<file path="config.mk">
export PLATFORM = sky130hd
export DESIGN_NAME = tape_block_player
export DESIGN_NICKNAME = d
export VERILOG_FILES = /design/src/rtl/tape_pkg.sv /design/src/rtl/tape_pulse_timer.sv /design/src/rtl/tape_block_player.sv
export SDC_FILE = /design/constraint.sdc
export NUM_CORES = 1
export LEC_CHECK = 0
export ABC_CLOCK_PERIOD_IN_PS = 5250
export BUFFER_PORTS_ARGS = -buffer_cell sky130_fd_sc_hd__buf_4
export CAP_MARGIN = 30
export CORE_MARGIN = 2
export CORE_UTILIZATION = 42
export DETAILED_ROUTE_END_ITERATION = 16
export PLACE_DENSITY = 0.61
export SETUP_SLACK_MARGIN = 0.2
export SLEW_MARGIN = 20
export SYNTH_ARGS = -nofsm -noshare
export SYNTH_HDL_FRONTEND = slang
export SYNTH_SLANG_ARGS = --single-unit
</file>
<file path="constraint.sdc">
create_clock -name clk -period 5.25 [get_ports clk]
set_input_delay 1.3125 -clock clk [delete_from_list [all_inputs] [get_ports clk]]
set_output_delay 1.3125 -clock clk [all_outputs]
set_load 0.005 [all_outputs]
</file>
<file path="src/rtl/tape_pkg.sv">
// Shared definitions for the tape block player.
// Holds the default timer widths, the FSM state encodings and the standard
// TZX block timings in ticks. No ports.
package tape_pkg;

    localparam int TW = 16;
    localparam int PW = 24;

    localparam logic [2:0] S_IDLE  = 3'd0;
    localparam logic [2:0] S_PILOT = 3'd1;
    localparam logic [2:0] S_SYNC1 = 3'd2;
    localparam logic [2:0] S_SYNC2 = 3'd3;
    localparam logic [2:0] S_DATA  = 3'd4;
    localparam logic [2:0] S_PAUSE = 3'd5;

    localparam logic [15:0] PILOT_T      = 16'd2168;
    localparam logic [15:0] PILOT_N_HDR  = 16'd8063;
    localparam logic [15:0] PILOT_N_DATA = 16'd3223;
    localparam logic [15:0] SYNC1_T      = 16'd667;
    localparam logic [15:0] SYNC2_T      = 16'd735;
    localparam logic [15:0] ZERO_T       = 16'd855;
    localparam logic [15:0] ONE_T        = 16'd1710;

endpackage

</file>
<file path="src/rtl/tape_pulse_timer.sv">
// Pulse/pause timer for the tape block player.
// Loads a length, counts it down on qualified ticks and strobes expired on
// the tick that takes the count from 1 to 0. A new length may be loaded on
// the same clk as the strobe, so back-to-back pulses lose no tick.
// Ports:
//   clk, reset_n  clock, async active-low reset
//   tk            qualified tick (ce_tick & motor)
//   load, len     load a new length; 0 is treated as 1
//   expired       one-clk strobe on the final tick of the loaded length
module tape_pulse_timer
    import tape_pkg::*;
#(
    parameter int W = PW
) (
    input  logic         clk,
    input  logic         reset_n,
    input  logic         tk,
    input  logic         load,
    input  logic [W-1:0] len,
    output logic         expired
);

    logic [W-1:0] cnt;

    assign expired = tk && (cnt == W'(1));

    // Load wins over a coincident tick: that tick closed the previous pulse.
    always_ff @(posedge clk or negedge reset_n) begin
        if (!reset_n) begin
            cnt <= '0;
        end else if (load) begin
            cnt <= (len == '0) ? W'(1) : len;
        end else if (tk && (cnt != '0)) begin
            cnt <= cnt - W'(1);
        end
    end

endmodule

</file>
<file path="src/rtl/tape_block_player.sv">
// CPC tape block transmitter: plays pilot tone, two sync pulses, the data
// bytes MSB-first as two-pulse bits, then a trailing pause at level 0.
// Ports:
//   clk, reset_n       clock, async active-low reset
//   ce_tick, motor     tick enable and motor gate; timing only on both
//   start              begins a block from IDLE (ignored on the done clk)
//   pilot_t..pause_t   block timings, sampled on the accepted start
//   din, din_valid, din_last, din_ready   byte stream in
//   tape_level         level towards the motherboard tape input
//   busy, done, underrun  status
//
// state   | meaning
// IDLE    | waiting for start
// PILOT   | pilot pulses, pcnt counts the remaining ones
// SYNC1   | first sync pulse
// SYNC2   | second sync pulse; its edge fetches the first byte
// DATA    | bit pulses from sr; waiting=1 while a fetch is stalled
// PAUSE   | level held at 0 for pause_t ticks
module tape_block_player #(
    parameter int TW = tape_pkg::TW,
    parameter int PW = tape_pkg::PW
) (
    input  logic          clk,
    input  logic          reset_n,
    input  logic          ce_tick,
    input  logic          motor,
    input  logic          start,
    input  logic [TW-1:0] pilot_t,
    input  logic [15:0]   pilot_n,
    input  logic [TW-1:0] sync1_t,
    input  logic [TW-1:0] sync2_t,
    input  logic [TW-1:0] zero_t,
    input  logic [TW-1:0] one_t,
    input  logic [PW-1:0] pause_t,
    input  logic [7:0]    din,
    input  logic          din_valid,
    input  logic          din_last,
    output logic          din_ready,
    output logic          tape_level,
    output logic          busy,
    output logic          done,
    output logic          underrun
);
    import tape_pkg::*;

    logic [2:0]    state, state_n;
    logic [TW-1:0] pilot_r, sync1_r, sync2_r, zero_r, one_r;
    logic [PW-1:0] pause_r;
    logic [15:0]   pcnt, pcnt_n;
    logic [7:0]    sr, sr_n;
    logic [2:0]    bc, bc_n;
    logic          h, h_n;
    logic          last_f, last_n;
    logic          waiting, waiting_n;
    logic          level_n, underrun_n, done_n;
    logic          tk, expired, accept, fetch;
    logic          t_load;
    logic [PW-1:0] t_len;
    logic [PW-1:0] len_cur, len_nxt, len_in;

    assign tk     = ce_tick & motor;
    assign accept = start && (state == S_IDLE) && !done;
    assign busy   = (state != S_IDLE);

    // A fetch happens on the edge that ends SYNC2 or the last pulse of a
    // non-final byte, so a ready byte keeps edges exactly one length apart;
    // if no byte is there it keeps repeating from the waiting flag.
    assign fetch = ((state == S_SYNC2) && expired) ||
                   ((state == S_DATA) &&
                    (waiting || (expired && h && (bc == 3'd0) && !last_f)));
    assign din_ready = fetch;

    assign len_cur = PW'(sr[7]  ? one_r : zero_r);
    assign len_nxt = PW'(sr[6]  ? one_r : zero_r);
    assign len_in  = PW'(din[7] ? one_r : zero_r);

    always_comb begin
        state_n    = state;
        pcnt_n     = pcnt;
        sr_n       = sr;
        bc_n       = bc;
        h_n        = h;
        last_n     = last_f;
        waiting_n  = waiting;
        level_n    = tape_level;
        underrun_n = underrun;
        done_n     = 1'b0;
        t_load     = 1'b0;
        t_len      = '0;
        case (state)
            S_IDLE: begin
                if (accept) begin
                    underrun_n = 1'b0;
                    pcnt_n     = pilot_n;
                    t_load     = 1'b1;
                    if (pilot_n != 16'd0) begin
                        state_n = S_PILOT;
                        t_len   = PW'(pilot_t);
                    end else begin
                        state_n = S_SYNC1;
                        t_len   = PW'(sync1_t);
                    end
                end
            end
            S_PILOT: begin
                if (expired) begin
                    level_n = ~tape_level;
                    t_load  = 1'b1;
                    if (pcnt == 16'd1) begin
                        state_n = S_SYNC1;
                        pcnt_n  = '0;
                        t_len   = PW'(sync1_r);
                    end else begin
                        pcnt_n = pcnt - 16'd1;
                        t_len  = PW'(pilot_r);
                    end
                end
            end
            S_SYNC1: begin
                if (expired) begin
                    level_n = ~tape_level;
                    state_n = S_SYNC2;
                    t_load  = 1'b1;
                    t_len   = PW'(sync2_r);
                end
            end
            S_SYNC2: begin
                if (expired) begin
                    level_n = ~tape_level;
                    state_n = S_DATA;
                end
            end
            S_DATA: begin
                if (expired) begin
                    level_n = ~tape_level;
                    if (!h) begin
                        h_n    = 1'b1;
                        t_load = 1'b1;
                        t_len  = len_cur;
                    end else if (bc != 3'd0) begin
                        h_n    = 1'b0;
                        bc_n   = bc - 3'd1;
                        sr_n   = {sr[6:0], 1'b0};
                        t_load = 1'b1;
                        t_len  = len_nxt;
                    end else if (last_f) begin
                        state_n = S_PAUSE;
                        level_n = 1'b0;
                        t_load  = 1'b1;
                        t_len   = pause_r;
                    end
                end
            end
            S_PAUSE: begin
                // A zero pause still waits for the motor so a stopped deck
                // never completes a block.
                if ((pause_r == '0) ? motor : expired) begin
                    state_n = S_IDLE;
                    done_n  = 1'b1;
                end
            end
            default: state_n = S_IDLE;
        endcase

        if (fetch) begin
            if (din_valid) begin
                sr_n      = din;
                last_n    = din_last;
                bc_n      = 3'd7;
                h_n       = 1'b0;
                waiting_n = 1'b0;
                t_load    = 1'b1;
                t_len     = len_in;
            end else begin
                waiting_n  = 1'b1;
                underrun_n = 1'b1;
            end
        end
    end

    always_ff @(posedge clk or negedge reset_n) begin
        if (!reset_n) begin
            state      <= S_IDLE;
            pcnt       <= '0;
            sr         <= '0;
            bc         <= '0;
            h          <= 1'b0;
            last_f     <= 1'b0;
            waiting    <= 1'b0;
            tape_level <= 1'b0;
            underrun   <= 1'b0;
            done       <= 1'b0;
            pilot_r    <= '0;
            sync1_r    <= '0;
            sync2_r    <= '0;
            zero_r     <= '0;
            one_r      <= '0;
            pause_r    <= '0;
        end else begin
            state      <= state_n;
            pcnt       <= pcnt_n;
            sr         <= sr_n;
            bc         <= bc_n;
            h          <= h_n;
            last_f     <= last_n;
            waiting    <= waiting_n;
            tape_level <= level_n;
            underrun   <= underrun_n;
            done       <= done_n;
            if (accept) begin
                pilot_r <= pilot_t;
                sync1_r <= sync1_t;
                sync2_r <= sync2_t;
                zero_r  <= zero_t;
                one_r   <= one_t;
                pause_r <= pause_t;
            end
        end
    end

    tape_pulse_timer #(.W(PW)) u_timer (
        .clk     (clk),
        .reset_n (reset_n),
        .tk      (tk),
        .load    (t_load),
        .len     (t_len),
        .expired (expired)
    );

endmodule

</file>
==> results of run 1 <==
## metal layers
layer	GRT usage (%)	up-vias	wire length, um
li1	-	4173	-
met4	8.34	0	766
met5	0	-	0
met2	34.8	330	12100
met1	37.8	4041	13700
met3	4.31	37	2170
## cells by family (layout without fill, tap and decap cells)
kind of cell / count (synthesis) / after routing / synth area share (%)
muxes: 66 / 66 / 7.29
buffers and inverters: 85 / 200 / 3.70
AOI/OAI and AO/OA: 243 / 243 / 16.9
DFF: 164 / 164 / 43.6
xor gates and xnor gates: 9 / 9 / 0.838
adders and majority gates: 7 / 7 / 0.931
and+or+nand+nor: 568 / 568 / 26.7
## where the power goes
| group | internal, mW | switching, mW | leakage [nW] |
|---|---|---|---|
| sequential | 1.78 | 0.537 | 2.06 |
| clock | 0.724 | 0.596 | 0.290 |
| combinational | 0.784 | 1.19 | 3.12 |
## layout make-up
class	instances	area, um^2	area share (%)
tap	280	350	3.12
timing repair buffer	149	1130	10.1
multi-input combinational	893	4970	44.2
clock buffer	17	425	3.78
sequential	164	4100	36.5
clock inverter	15	185	1.65
inverter	19	71.3	0.634
## worst min-delay path by stage
stage                   to  slack [ps]  cells past startpoint
4_1_cts         sync1_r[1]         480                      2
6_report        sync1_r[6]         480                      2
3_5_place_dp    sync1_r[6]         460                      2
5_1_grt        pilot_r[15]         490                      2
3_3_place_gp    sync1_r[7]         450                      2
2_1_floorplan   pilot_r[7]         440                      2
## per-stage QoR
step | power, mW | instance area (um^2)
4_1_cts | 5.62 | 11200
3_5_place_dp | 4.28 | 10600
3_3_place_gp | 4.24 | 10600
6_report | 5.61 | 11200
2_1_floorplan | 3.59 | 9410
5_1_grt | 6.01 | 11200
## flip-flops by register name (all words and copies together) (netlist names)
signal / count
bc: 3
done: 1
h: 1
last_f: 1
one_r: 16
pause_r: 24
pcnt: 16
pilot_r: 16
sr: 8
state: 3
sync1_r: 16
sync2_r: 16
tape_level: 1
u_timer.cnt: 24
underrun: 1
waiting: 1
zero_r: 16
## cells in the mapped netlist (all sizes together), types with 11 or more instances
cell | instances | area, um^2
mux2 | 20 | 225
nor3 | 20 | 100
nor4 | 21 | 191
dfrtp | 164 | 4100
mux2i | 46 | 460
nand3 | 13 | 65.1
o221ai | 14 | 123
nand2 | 391 | 1470
buf | 15 | 85.1
nor2 | 62 | 233
a31oi | 11 | 68.8
inv | 19 | 71.3
o21ai | 69 | 345
clkbuf | 51 | 191
o211ai | 16 | 134
a21oi | 60 | 304
## worst max-delay path: cells and delay by family, from the launching register on
| family | cells | cell delay (ps) |
|---|---|---|
| and+or+nand+nor | 3 | 1450 |
| DFF | 1 | 460 |
| AOI/OAI and AO/OA | 1 | 200 |
| buffers and inverters | 2 | 210 |
==> flow_summary_export.csv, run 1 <==
group,metric,value,unit
cells_and_area,final_util,51.3,%
yosys,ys_types,78,
yosys,syn_area_per_cell,8.24,um^2
cells_and_area,nets,1386,
yosys,ys_seq_area_share,43.6,%
floorplanning,die_w,154,um
clock_network,cts-buffers-inserted,17,
yosys,synthCells,1142,
timing,finClkSkew,10.8,ps
status,status,"finished clean",
cells_and_area,final_cell_mix,"nand2_1, dfrtp_1, buf_4",
yosys,yosys_warnings,0,
timing,fin_crit,4080,ps
yosys,synth_nets,1284,
floorplanning,die_area,23600,um^2
critical_path,rrSetupSlack,1300,ps
critical_path,critPathMaxStageDelay,620,ps
clock_network,cts-htree-levels,4,
global_route,grt-ovfl-total,0,
critical_path,arrival,2770,ps
global_route,grt_util_all_layers,24.6,%
clock_network,holdBufCountCts,0,
cells_and_area,final_common_cell,"nand2_1",
timing,finalCritPeriodShare,77.7,%
detailed_routing,antenna_left,0,
timing,finalHoldViolCount,0,
clock_network,cts-root-buf,"clkbuf_16",
clock_network,cts.clk_slew.worst_paths,70,ps
timing,worstMarginPinSlew,931,ps
global_route,grt_max_degree,86,
timing,fmax,245,MHz
critical_path,crit_start,"u_timer.cnt[12]",
cells_and_area,stdcell_count,1537,
clock_network,tritoncts,"built",
timing,fin_ws,1170,ps
cells_and_area,fill_cells,2103,
detailed_routing,vias,8581,
critical_path,cp_data_required_time,3940,ps
critical_path,path_cells,"or4_4, nor4_4, nor2b_4, a22oi_1, inv_1, buf_4",
detailed_routing,viasPerCell,5.58,
detailed_routing,wl_per_cell,18.7,um
critical_path,reg2reg_to,"u_timer.cnt[9]",
yosys,synth_flop_cell,"dfrtp_1",
floorplanning,coreArea,21900,um^2
cells_and_area,drive_gt1_share,18.2,%
global_route,grt_pass1_wl,45.6,mm
critical_path,path_max_fanout,15,
flow_run,cap_violations,0,
floorplanning,rows,54,
yosys,synth_enable_flop_cells,0,
detailed_routing,drtIter0Drc,703,
floorplanning,initial_core_util,43.0,%
critical_path,start_kind,"flip-flop",
global_route,antenna_found_initial,0,
timing,rsz0062_at_grt,"false",
hold_path,hold_path.class,"reg2reg",
placement,dp_slack,1160,ps
timing,relSlewSlack,37.8,%
detailed_routing,remaining_drc_errors,0,
power,power_density,499,nW/um^2
detailed_routing,drtPass1Iterations,5,
cells_and_area,syn_to_final_growth,19.4,%
critical_path,r2r_cells,8,
placement,dp_cells,1505,
placement,dp.final_hpwl,21.1,mm
global_route,first_global_vias,8025,
power,peakVddDrop,0.214,mV
clock_network,cts_resized,0,
timing,slew_viol_final,0,
critical_path,cp-end-kind,"output pin",
yosys,yosys_register_bits,164,
clock_network,cts.path.max_buffers,2,
critical_path,crit_path_top_delay_cell,"or4_4",
cells_and_area,antenna_cells,0,
clock_network,cts_setup_buffers,0,
yosys,synthArstFlopShare,100,%
hold_path,hp-start,"sync1_r[6]",
critical_path,crit_type,"reg2out",
clock_network,clk_latency,440,ps
timing,finalSetupViolCount,0,
clock_network,cts.sinks,164,
placement,io_buffers,139,
floorplanning,pin_count,140,
detailed_routing,drt-total-wl,28.8,mm
placement,globalplace.congestion,0.985,
timing,whs,477,ps
timing,fin_setup_tns,0,ps
floorplanning,die_y,154,um
critical_path,critPathCapture,"din_ready",
yosys,synthesis.area,9410,um^2
critical_path,r2r-start,"state[2]",
power,total_leakage_power,5.47,nW
(Power assumes the default switching activity.)
==> inputs of run 2 (changes only) <==
--- a/config.mk
+++ b/config.mk
@@ -5,13 +5,14 @@
 export SDC_FILE = /design/constraint.sdc
 export NUM_CORES = 1
 export LEC_CHECK = 0
-export ABC_CLOCK_PERIOD_IN_PS = 5250
+export ABC_AREA = 1
+export ABC_CLOCK_PERIOD_IN_PS = 3450
 export BUFFER_PORTS_ARGS = -buffer_cell sky130_fd_sc_hd__buf_4
 export CAP_MARGIN = 30
 export CORE_MARGIN = 2
 export CORE_UTILIZATION = 42
 export DETAILED_ROUTE_END_ITERATION = 16
-export PLACE_DENSITY = 0.61
+export PLACE_DENSITY = 0.63
 export SETUP_SLACK_MARGIN = 0.2
 export SLEW_MARGIN = 20
 export SYNTH_ARGS = -nofsm -noshare
==> constraint.sdc (replaced) <==
create_clock -name clk -period 3.45 [get_ports clk]
set_input_delay 0.8625 -clock clk [delete_from_list [all_inputs] [get_ports clk]]
set_output_delay 0.8625 -clock clk [all_outputs]
set_load 0.005 [all_outputs]
==> flow_summary_export.csv, run 2 <==
group,metric,value,unit
yosys,yosys-top-cells-count,"nand2_1, dfrtp_1, o21ai_0, inv_1, nor2_1",
clock_network,clk_latency,440,ps
detailed_routing,wl_per_cell,16.8,um
floorplanning,die_w,158,um
floorplanning,initial_core_util,42.6,%
cells_and_area,fill_cells,2412,
detailed_routing,remaining_drc_errors,0,
detailed_routing,vias,9885,
critical_path,arrival,2020,ps
timing,finalHoldViolCount,0,
power,power_density,814,nW/um^2
global_route,use_met2,42.7,%
timing,slew_viol_final,0,
cells_and_area,syn_to_final_growth,19.9,%
detailed_routing,drt-total-wl,32.1,mm
yosys,yosys_register_bits,164,
timing,fin_ws,565,ps
timing,rsz0062_at_grt,"false",
timing,fin_crit,2880,ps
clock_network,cts-root-buf,"clkbuf_16",
detailed_routing,viasPerCell,5.17,
global_route,grt_max_degree,97,
global_route,grt-ovfl-total,0,
floorplanning,die_y,158,um
global_route,grt_use_met1,36.2,%
detailed_routing,drtPass1Iterations,8,
cells_and_area,antenna_cells,0,
critical_path,path_max_fanout,17,
clock_network,cts.path.max_buffers,2,
yosys,synthCells,1464,
cells_and_area,nets,1723,
detailed_routing,antenna_left,0,
power,peakVddDrop,0.337,mV
placement,dp_slack,404,ps
global_route,grt_util_all_layers,26.5,%
yosys,synthArstFlopShare,100,%
timing,finalSetupViolCount,0,
timing,finalCritPeriodShare,83.6,%
yosys,yosys_warnings,0,
power,total_leakage_power,5.94,nW
critical_path,crit_type,"reg2out",
placement,globalplace.congestion,0.951,
hold_path,hold_path.class,"in2async",
cells_and_area,final_common_cell,"nand2_1",
yosys,synth_enable_flop_cells,0,
timing,worstMarginPinSlew,824,ps
floorplanning,pin_count,140,
clock_network,holdBufCountCts,0,
detailed_routing,drtIter0Drc,820,
clock_network,cts-buffers-inserted,17,
floorplanning,die_area,24900,um^2
cells_and_area,final_cell_mix,"nand2_1, dfrtp_1, buf_4",
yosys,yosysTopAreaCellShare,41.3,%
yosys,synthesis.area,9930,um^2
critical_path,cp-end-kind,"output pin",
yosys,ys_seq_area_share,41.3,%
global_route,antenna_found_initial,1,
yosys,yosys.area.top_type,"dfrtp_1",
global_route,busiest_layer,"met2",
yosys,synth_flop_cell,"dfrtp_1",
clock_network,cts_resized,0,
cells_and_area,drive_gt1_share,14.8,%
cells_and_area,reg_top3,"pause_r (24), u_timer.cnt (24)",
placement,dp.final_hpwl,23.9,mm
yosys,yosys-top-cells-area,"dfrtp_1, nand2_1, o21ai_0",
timing,relSlewSlack,45.1,%
floorplanning,coreArea,23300,um^2
global_route,first_global_vias,9276,
placement,io_buffers,139,
yosys,yosysMostFrequentCell,"nand2_1",
flow_run,cap_violations,0,
global_route,grt_pass1_wl,50.2,mm
status,status,"finished clean",
yosys,synth_nets,1606,
timing,finClkSkew,13.5,ps
cells_and_area,final_util,51.1,%
critical_path,cp_data_required_time,2590,ps
clock_network,cts.sinks,164,
timing,fin_setup_tns,0,ps
clock_network,cts-htree-levels,4,
yosys,syn_area_per_cell,6.79,um^2
floorplanning,rows,56,
clock_network,cts.clk_slew.worst_paths,70,ps
critical_path,start_kind,"flip-flop",
global_route,met3_usage,4.41,%
yosys,ys_types,46,
clock_network,tritoncts,"built",
clock_network,cts_setup_buffers,0,
timing,fmax,347,MHz
run 2: logic make-up (layout without fill, tap and decap cells):
group / Yosys count / count (layout) / synth area share, %
simple gates: 804 / 804 / 33.6
flops: 164 / 164 / 41.3
xor+xnor: 16 / 16 / 1.41
compound gates: 252 / 252 / 13.9
buf+inv: 220 / 349 / 8.80
mux: 1 / 1 / 0.101
fa+ha+maj: 7 / 7 / 0.882
run 2: where the power goes:
group / total (mW) / leakage [nW] / switching, mW / internal [mW]
Clock: 1.97 / 0.285 / 0.881 / 1.09
Combinational: 4.13 / 3.65 / 2.73 / 1.40
Sequential: 3.59 / 2.00 / 0.753 / 2.84
Total: 9.69 / 5.94 / 4.37 / 5.33
run 2: worst max-delay path, stage by stage (launching register included):
cell and delay (ps):
dfrtp_1 490, inv_2 220, nor2_4 250, inv_2 50, nor2_1 200, nand3_2 110, nand3_2 110, buf_4 130
run 2: cell type report:
| type | instances | area (um^2) | area share, % |
|---|---|---|---|
| multi-input cells | 1080 | 4960 | 41.6 |
| flip-flops and latches | 164 | 4100 | 34.4 |
| repair buffers | 167 | 1290 | 10.9 |
| inverters | 151 | 567 | 4.76 |
| clock buffers | 17 | 425 | 3.57 |
| well taps | 319 | 399 | 3.35 |
| clock inverters | 14 | 164 | 1.38 |
run 2: worst paths after layout:
check,from,cells after the start,slack (ps),to
worst max-delay path,h,7,570,din_ready
worst min-delay path,reset_n,1,470,sync2_r[6]
worst max register to register,state[1],16,660,u_timer.cnt[0]
worst min register to register,sync1_r[0],2,470,sync1_r[0]
max in group asynchronous,reset_n,2,2240,u_timer.cnt[22]
min in group clk,sync1_r[0],2,470,sync1_r[0]
run 2: per-layer routing:
| layer | vias to the layer above | wire length, um |
|---|---|---|
| met1 | 4613 | 14400 |
| met2 | 307 | 15000 |
| met5 | - | 14 |
| met4 | 2 | 914 |
| li1 | 4915 | - |
| met3 | 48 | 1710 |
run 2: per-stage QoR:
step / cells / hold WS (ps) / cell area [um^2] / power [mW]
3_3_place_gp: 1881 / 452 / 11300 / 7.64
6_report: 1912 / 465 / 11900 / 9.69
5_1_grt: 1912 / 491 / 11900 / 10.5
2_1_floorplan: 1464 / 437 / 9930 / 6.31
4_1_cts: 1912 / 474 / 11900 / 9.69
3_5_place_dp: 1881 / 457 / 11300 / 7.68
